### config.mk
export PLATFORM = sky130hd
export DESIGN_NAME = bz_rx_buffer
export DESIGN_NICKNAME = d
export VERILOG_FILES = /design/src/rtl/bz_rx_buffer_pkg.sv /design/src/rtl/bz_rx_buffer_sync_ff.sv /design/src/rtl/bz_rx_buffer.sv
export SDC_FILE = /design/constraint.sdc
export NUM_CORES = 1
export LEC_CHECK = 0
export BUFFER_PORTS_ARGS = -buffer_cell sky130_fd_sc_hd__clkbuf_2
export CORE_UTILIZATION = 61
export CTS_CLUSTER_SIZE = 25
export DETAILED_ROUTE_END_ITERATION = 7
export GPL_TIMING_DRIVEN = 0
export PLACE_DENSITY_LB_ADDON = 0.15
export SLEW_MARGIN = 40
export SYNTH_ARGS = -nofsm -noshare
export SYNTH_HDL_FRONTEND = slang
export SYNTH_SLANG_ARGS = --single-unit
### constraint.sdc
create_clock -name clk -period 2.7 [get_ports clk]
set_input_delay 0.135 -clock clk [delete_from_list [all_inputs] [get_ports clk]]
set_output_delay 0.135 -clock clk [all_outputs]
set_load 0.01 [all_outputs]
### src/rtl/bz_rx_buffer_pkg.sv
// Shared constants and types for the BZ receive buffer.
package bz_rx_pkg;

    // Width of a BZ word including the tail bit.
    localparam int NBZWORD_DEFAULT = 11;

    // Position of the tail bit inside a BZ word.
    localparam int TAIL_BIT = 10;

    typedef logic [NBZWORD_DEFAULT-1:0] bz_word_t;

    // Chip-side 4-phase handshake states.
    typedef enum logic {
        IDLE     = 1'b0,
        WAIT_LOW = 1'b1
    } bz_hs_state_e;

    // True when the word closes a BZ packet.
    function automatic logic is_tail(input bz_word_t w);
        return w[TAIL_BIT];
    endfunction

endpackage

### src/rtl/bz_rx_buffer_sync_ff.sv
// NSYNC-deep single-bit synchronizer with asynchronous active-low clear.
module sync_ff #(
    parameter int NSYNC = 2
) (
    input  logic clk,
    input  logic reset,
    input  logic d_i,
    output logic q_o
);

    logic [NSYNC-1:0] sync_q;

    // Shift the asynchronous input through the flop chain.
    always_ff @(posedge clk or negedge reset) begin
        if (!reset) begin
            sync_q <= '0;
        end else begin
            // NOTE: non-blocking assignment so every flop samples the value from before the edge.
            sync_q <= {sync_q[NSYNC-2:0], d_i};
        end
    end

    assign q_o = sync_q[NSYNC-1];

endmodule

### src/rtl/bz_rx_buffer.sv
// Receive buffer: accepts BZ words over an async 4-phase handshake and
// presents them to the deserializer as a show-ahead FIFO.
module bz_rx_buffer
    import bz_rx_pkg::*;
#(
    parameter int NBZword = NBZWORD_DEFAULT,
    parameter int DEPTH   = 16,
    parameter int NSYNC   = 2
) (
    input  logic                       clk,
    input  logic                       reset,
    input  logic [NBZword-1:0]         bz_data_in,
    input  logic                       bz_req_in,
    output logic                       bz_ack_out,
    output logic [NBZword-1:0]         data_out,
    output logic                       isempty,
    input  logic                       rdreq,
    output logic [$clog2(DEPTH+1)-1:0] fill_level
);

    localparam int PW = $clog2(DEPTH);
    localparam int CW = $clog2(DEPTH+1);
    localparam logic [CW-1:0] FULL_CNT = CW'(DEPTH);

    bz_hs_state_e     state_q, state_d;
    logic             ack_q, ack_d;
    logic [PW-1:0]    wr_ptr_q, rd_ptr_q;
    logic [CW-1:0]    fill_q;
    logic [NBZword-1:0] mem [DEPTH];

    logic req_s;
    logic full;
    logic wr_en;
    logic rd_en;

    sync_ff #(
        .NSYNC (NSYNC)
    ) u_req_sync (
        .clk   (clk),
        .reset (reset),
        .d_i   (bz_req_in),
        .q_o   (req_s)
    );

    assign full    = (fill_q == FULL_CNT);
    assign isempty = (fill_q == '0);
    assign rd_en   = rdreq && !isempty;

    // Handshake next-state: capture on a fresh request when space exists, then wait for req to drop.
    always_comb begin
        // NOTE: defaults first so every path assigns every output and no latch is inferred.
        state_d = state_q;
        ack_d   = ack_q;
        wr_en   = 1'b0;
        unique case (state_q)
            IDLE: begin
                if (req_s && !full) begin
                    wr_en   = 1'b1;
                    ack_d   = 1'b1;
                    state_d = WAIT_LOW;
                end
            end
            WAIT_LOW: begin
                if (!req_s) begin
                    ack_d   = 1'b0;
                    state_d = IDLE;
                end
            end
            default: begin
                state_d = IDLE;
                ack_d   = 1'b0;
            end
        endcase
    end

    // Handshake state and ack register; ack leaves the block straight from this flop.
    always_ff @(posedge clk or negedge reset) begin
        if (!reset) begin
            state_q <= IDLE;
            ack_q   <= 1'b0;
        end else begin
            state_q <= state_d;
            ack_q   <= ack_d;
        end
    end

    assign bz_ack_out = ack_q;

    // Pointer and occupancy bookkeeping; a simultaneous push and pop leaves the count unchanged.
    always_ff @(posedge clk or negedge reset) begin
        if (!reset) begin
            wr_ptr_q <= '0;
            rd_ptr_q <= '0;
            fill_q   <= '0;
        end else begin
            if (wr_en) begin
                wr_ptr_q <= wr_ptr_q + PW'(1);
            end
            if (rd_en) begin
                rd_ptr_q <= rd_ptr_q + PW'(1);
            end
            unique case ({wr_en, rd_en})
                2'b10:   fill_q <= fill_q + CW'(1);
                2'b01:   fill_q <= fill_q - CW'(1);
                default: fill_q <= fill_q;
            endcase
        end
    end

    // Word storage; contents are qualified by the pointers and count.
    // NOTE: the memory has no reset, so it can map onto plain RAM/LUT storage.
    always_ff @(posedge clk) begin
        if (wr_en) begin
            mem[wr_ptr_q] <= bz_data_in;
        end
    end

    // Show-ahead head word, forced to zero while empty.
    always_comb begin
        data_out = '0;
        if (!isempty) begin
            data_out = mem[rd_ptr_q];
        end
    end

    assign fill_level = fill_q;

endmodule

==> impl_metrics.env <==
export IMPL_status="completed"
export IMPL_finalNonFillerCells=616
export IMPL_routed_wirelength_microns=14500
export IMPL_grt_pass1_wl_microns=22300
export IMPL_critical_path_max_stage_delay_ns=0.55
export IMPL_worstPathCellList="buf_6, buf_4, mux4_2, mux2i_1, o22ai_1, clkbuf_2"
export IMPL_p_leak_nw=2.99
export IMPL_antenna_found_initial=0
export IMPL_grt_met3_usage_pct=5.42
export IMPL_ys_async_sr_fraction_pct=8.81
export IMPL_grt_met2_usage_pct=40.4
export IMPL_startpoint_type="flip-flop"
export IMPL_rows=40
export IMPL_max_freq_mhz=401
export IMPL_synth_top_area_share_pct=69.0
export IMPL_worstRegToRegCells=13
export IMPL_numCtsBuffers=17
export IMPL_worst_pin_slew_ns=0.800
export IMPL_synth_ff_type="edfxtp_1"
export IMPL_fin_nets=458
export IMPL_rsz0062_at_grt="false"
export IMPL_gr_total_overflow=0
export IMPL_synth_warning_count=0
export IMPL_slowest_stage="mux4_2"
export IMPL_clock_sinks=193
export IMPL_synth_area_sq_mm=0.00766
export IMPL_fin_crit_sh_pct=92.3
export IMPL_startpoint="rd_ptr_q[0]"
export IMPL_syn_num_nets=394
export IMPL_gr_usage_met1_pct=34.0
export IMPL_arrival_ns=2.36
export IMPL_core_sq_mm=0.0121
export IMPL_clk_latency_ns=0.43
export IMPL_r2r_slack_ns=0.21
export IMPL_hpwl_microns=9110
export IMPL_drive_above_1_share_pct=35.5
export IMPL_die_height_microns=114
export IMPL_via_count=3678
export IMPL_hp_class="in2reg"
export IMPL_grt_max_degree=18
export IMPL_end_kind="primary output"
export IMPL_drc=0
export IMPL_drtPass1Iterations=5
export IMPL_cts_root_buffer="clkbuf_16"
export IMPL_crit_end="data_out[3]"
export IMPL_clockBufferDepth=2
export IMPL_io_pins=33
export IMPL_syn_inst=371
export IMPL_area_growth_pct=14.4
export IMPL_cp_required_ns=2.57
export IMPL_crit_cells=6
export IMPL_detail_route_vias_per_cell=5.97
export IMPL_antenna_cells=0
export IMPL_cts_tree="done"
export IMPL_finalMaxSlewViolations=0
export IMPL_avgSynthCellArea_sq_um=20.6
export IMPL_detail_route_wl_per_cell_microns=23.6
export IMPL_synth_seq_area_share_pct=74.6
export IMPL_synth_area_top_cells="edfxtp_1 69%, mux4_2 13%, dfrtp_1 5.6%, mux2i_1 2.9%, ha_1 1.3%"
export IMPL_grt_use_total_pct=25.0
export IMPL_r2r_start="fill_level[1]"
export IMPL_fin_util_pct=72.3
export IMPL_power_mw=8.92
export IMPL_slew_headroom_pct=46.6
export IMPL_ant_nets=0
export IMPL_port_buffers=32
export IMPL_crit_type="reg2out"
export IMPL_synth_edff_count=176
export IMPL_setup_viol=0
export IMPL_crit_buf_inv=3
export IMPL_die_area_sq_mm=0.0130
export IMPL_grt_pass1_vias=3814
export IMPL_timing_final_crit_period_ns=2.49
export IMPL_path_delay_family="multiplexers"
export IMPL_placedCellCount=575
export IMPL_tns_ns=0
export IMPL_path_clk_slew_ns=0.07
export IMPL_r2r_end="fill_level[4]"
export IMPL_p_per_area_mw_per_mm2=1020
export IMPL_cp_max_fo=10
export IMPL_grt_busiest_layer="met2"
export IMPL_synth_cell_types=34
export IMPL_first_iter_violations=318
export IMPL_hold_viol=0
export IMPL_synth_seq_cells=193
export IMPL_fillCellCount=724
export IMPL_worst_ir_drop_vdd_uv=674
export IMPL_initial_core_util_pct=63.2
export IMPL_skew_ns=0.00513
export IMPL_cts_htree_levels=4
export IMPL_gp_congestion=0.794
export IMPL_synth_top_cell_by_area="edfxtp_1"
export IMPL_fp_dieW_microns=114
export IMPL_drv_cap=0
[Yosys cell counts, types with 2 or more instances]
library cell  count
mux4_2           44
dfrtp_1          17
nor3_1            5
buf_2            10
nand2b_1          3
nand2_1           8
ha_1              8
mux2i_1          22
and3b_1           2
mux2_2            2
o21ai_0           3
nor2_1           14
xor2_1            6
xnor2_1           7
inv_1             8
buf_4             4
nand3_1           2
buf_1             2
o22ai_1          11
edfxtp_1        176
a21oi_1           4
[logic make-up after synthesis]
kind of cell    after synthesis  synth area share (%)
compound gates               24                  2.12
xor+xnor                     13                  1.49
fa+ha+maj                     8                  1.31
buf+inv                      26                  1.73
flops                       193                  74.6
mux                          68                  16.1
simple gates                 39                  2.65
[worst min-delay path by stage]
stage | from | to | slack (ns) | depth (start not counted)
after global routing | bz_data_in[8] | mem[13][8] | 0.14 | 1
after floorplan | reset | bz_ack_out | -0.16 | 0
final | bz_data_in[8] | mem[8][8] | 0.13 | 1
after detailed placement | reset | fill_level[0] | 0.09 | 1
after global placement | reset | fill_level[2] | 0.09 | 1
after CTS | bz_data_in[8] | mem[13][8] | 0.12 | 1
[metrics by stage]
| step | hold WS, ns | worst slack, ns | cell area, sq um |
|---|---|---|---|
| after floorplan | -0.161 | 0.159 | 7660 |
| after global placement | 0.0861 | -0.533 | 8030 |
| after detailed placement | 0.0903 | -0.0230 | 8100 |
| after CTS | 0.125 | 0.0284 | 8700 |
| after global routing | 0.136 | 0.0639 | 8760 |
| final | 0.126 | 0.207 | 8760 |
[repair_timing]
item	in CTS	in global routing
hold buffers	3	0
pin swaps	1	2
endpoints found under the setup margin	2	2
resized for setup	1	6
buffers inserted	1	5
cloned	0	0
endpoints found under the hold margin	20	0
[worst reg2reg max path, stage by stage (launching register included)]
cell,delay (ns)
dfrtp_2,0.46
nor4_4,0.27
buf_4,0.18
nand2b_4,0.06
nand2_2,0.09
inv_1,0.06
ha_1,0.16
buf_2,0.16
xor2_1,0.15
ha_2,0.23
inv_1,0.06
a32oi_1,0.23
a21oi_1,0.11
xor2_1,0.14
[registers in the layout, summed over array words and instances, names as in the netlist]
signal	count
state_q	1
fill_level	5
rd_ptr_q	4
mem	176
u_req_sync.sync_q	2
bz_ack_out	1
wr_ptr_q	4
[power breakdown]
group,leakage (nW),switching [mW],internal (mW)
sequential,1.78,0.164,3.52
combinational,0.948,1.53,1.31
clock,0.263,1.11,1.29
[cell type report]
cell class                      instances  area [sq um]  share of cell area (%)
Buffer                                 18           104                    1.19
Clock buffer                           19           433                    4.94
Clock inverter                         13           125                    1.43
Inverter                                8          30.0                   0.343
Multi-Input combinational cell        152          1880                    21.4
Sequential cell                       193          5710                    65.3
Tap cell                              168           210                    2.40
Timing Repair Buffer                   45           263                    3.00
[cells in the final DEF (no fill, tap or decap), drive strengths merged, types with 5 or more instances in the layout]
master / instances
xor2: 6
xnor2: 7
ha: 8
mux4: 44
mux2i: 22
clkbuf: 53
edfxtp: 176
nor2: 14
nor3: 5
buf: 26
nand2: 8
inv: 14
dfrtp: 17
o22ai: 11
[per-layer routing]
metal	wire length [microns]	up-vias
met2	7380	103
met1	6230	1926
met4	185	0
met5	0	-
li1	-	1637
met3	723	12
Power figures use the tool's default switching activity.
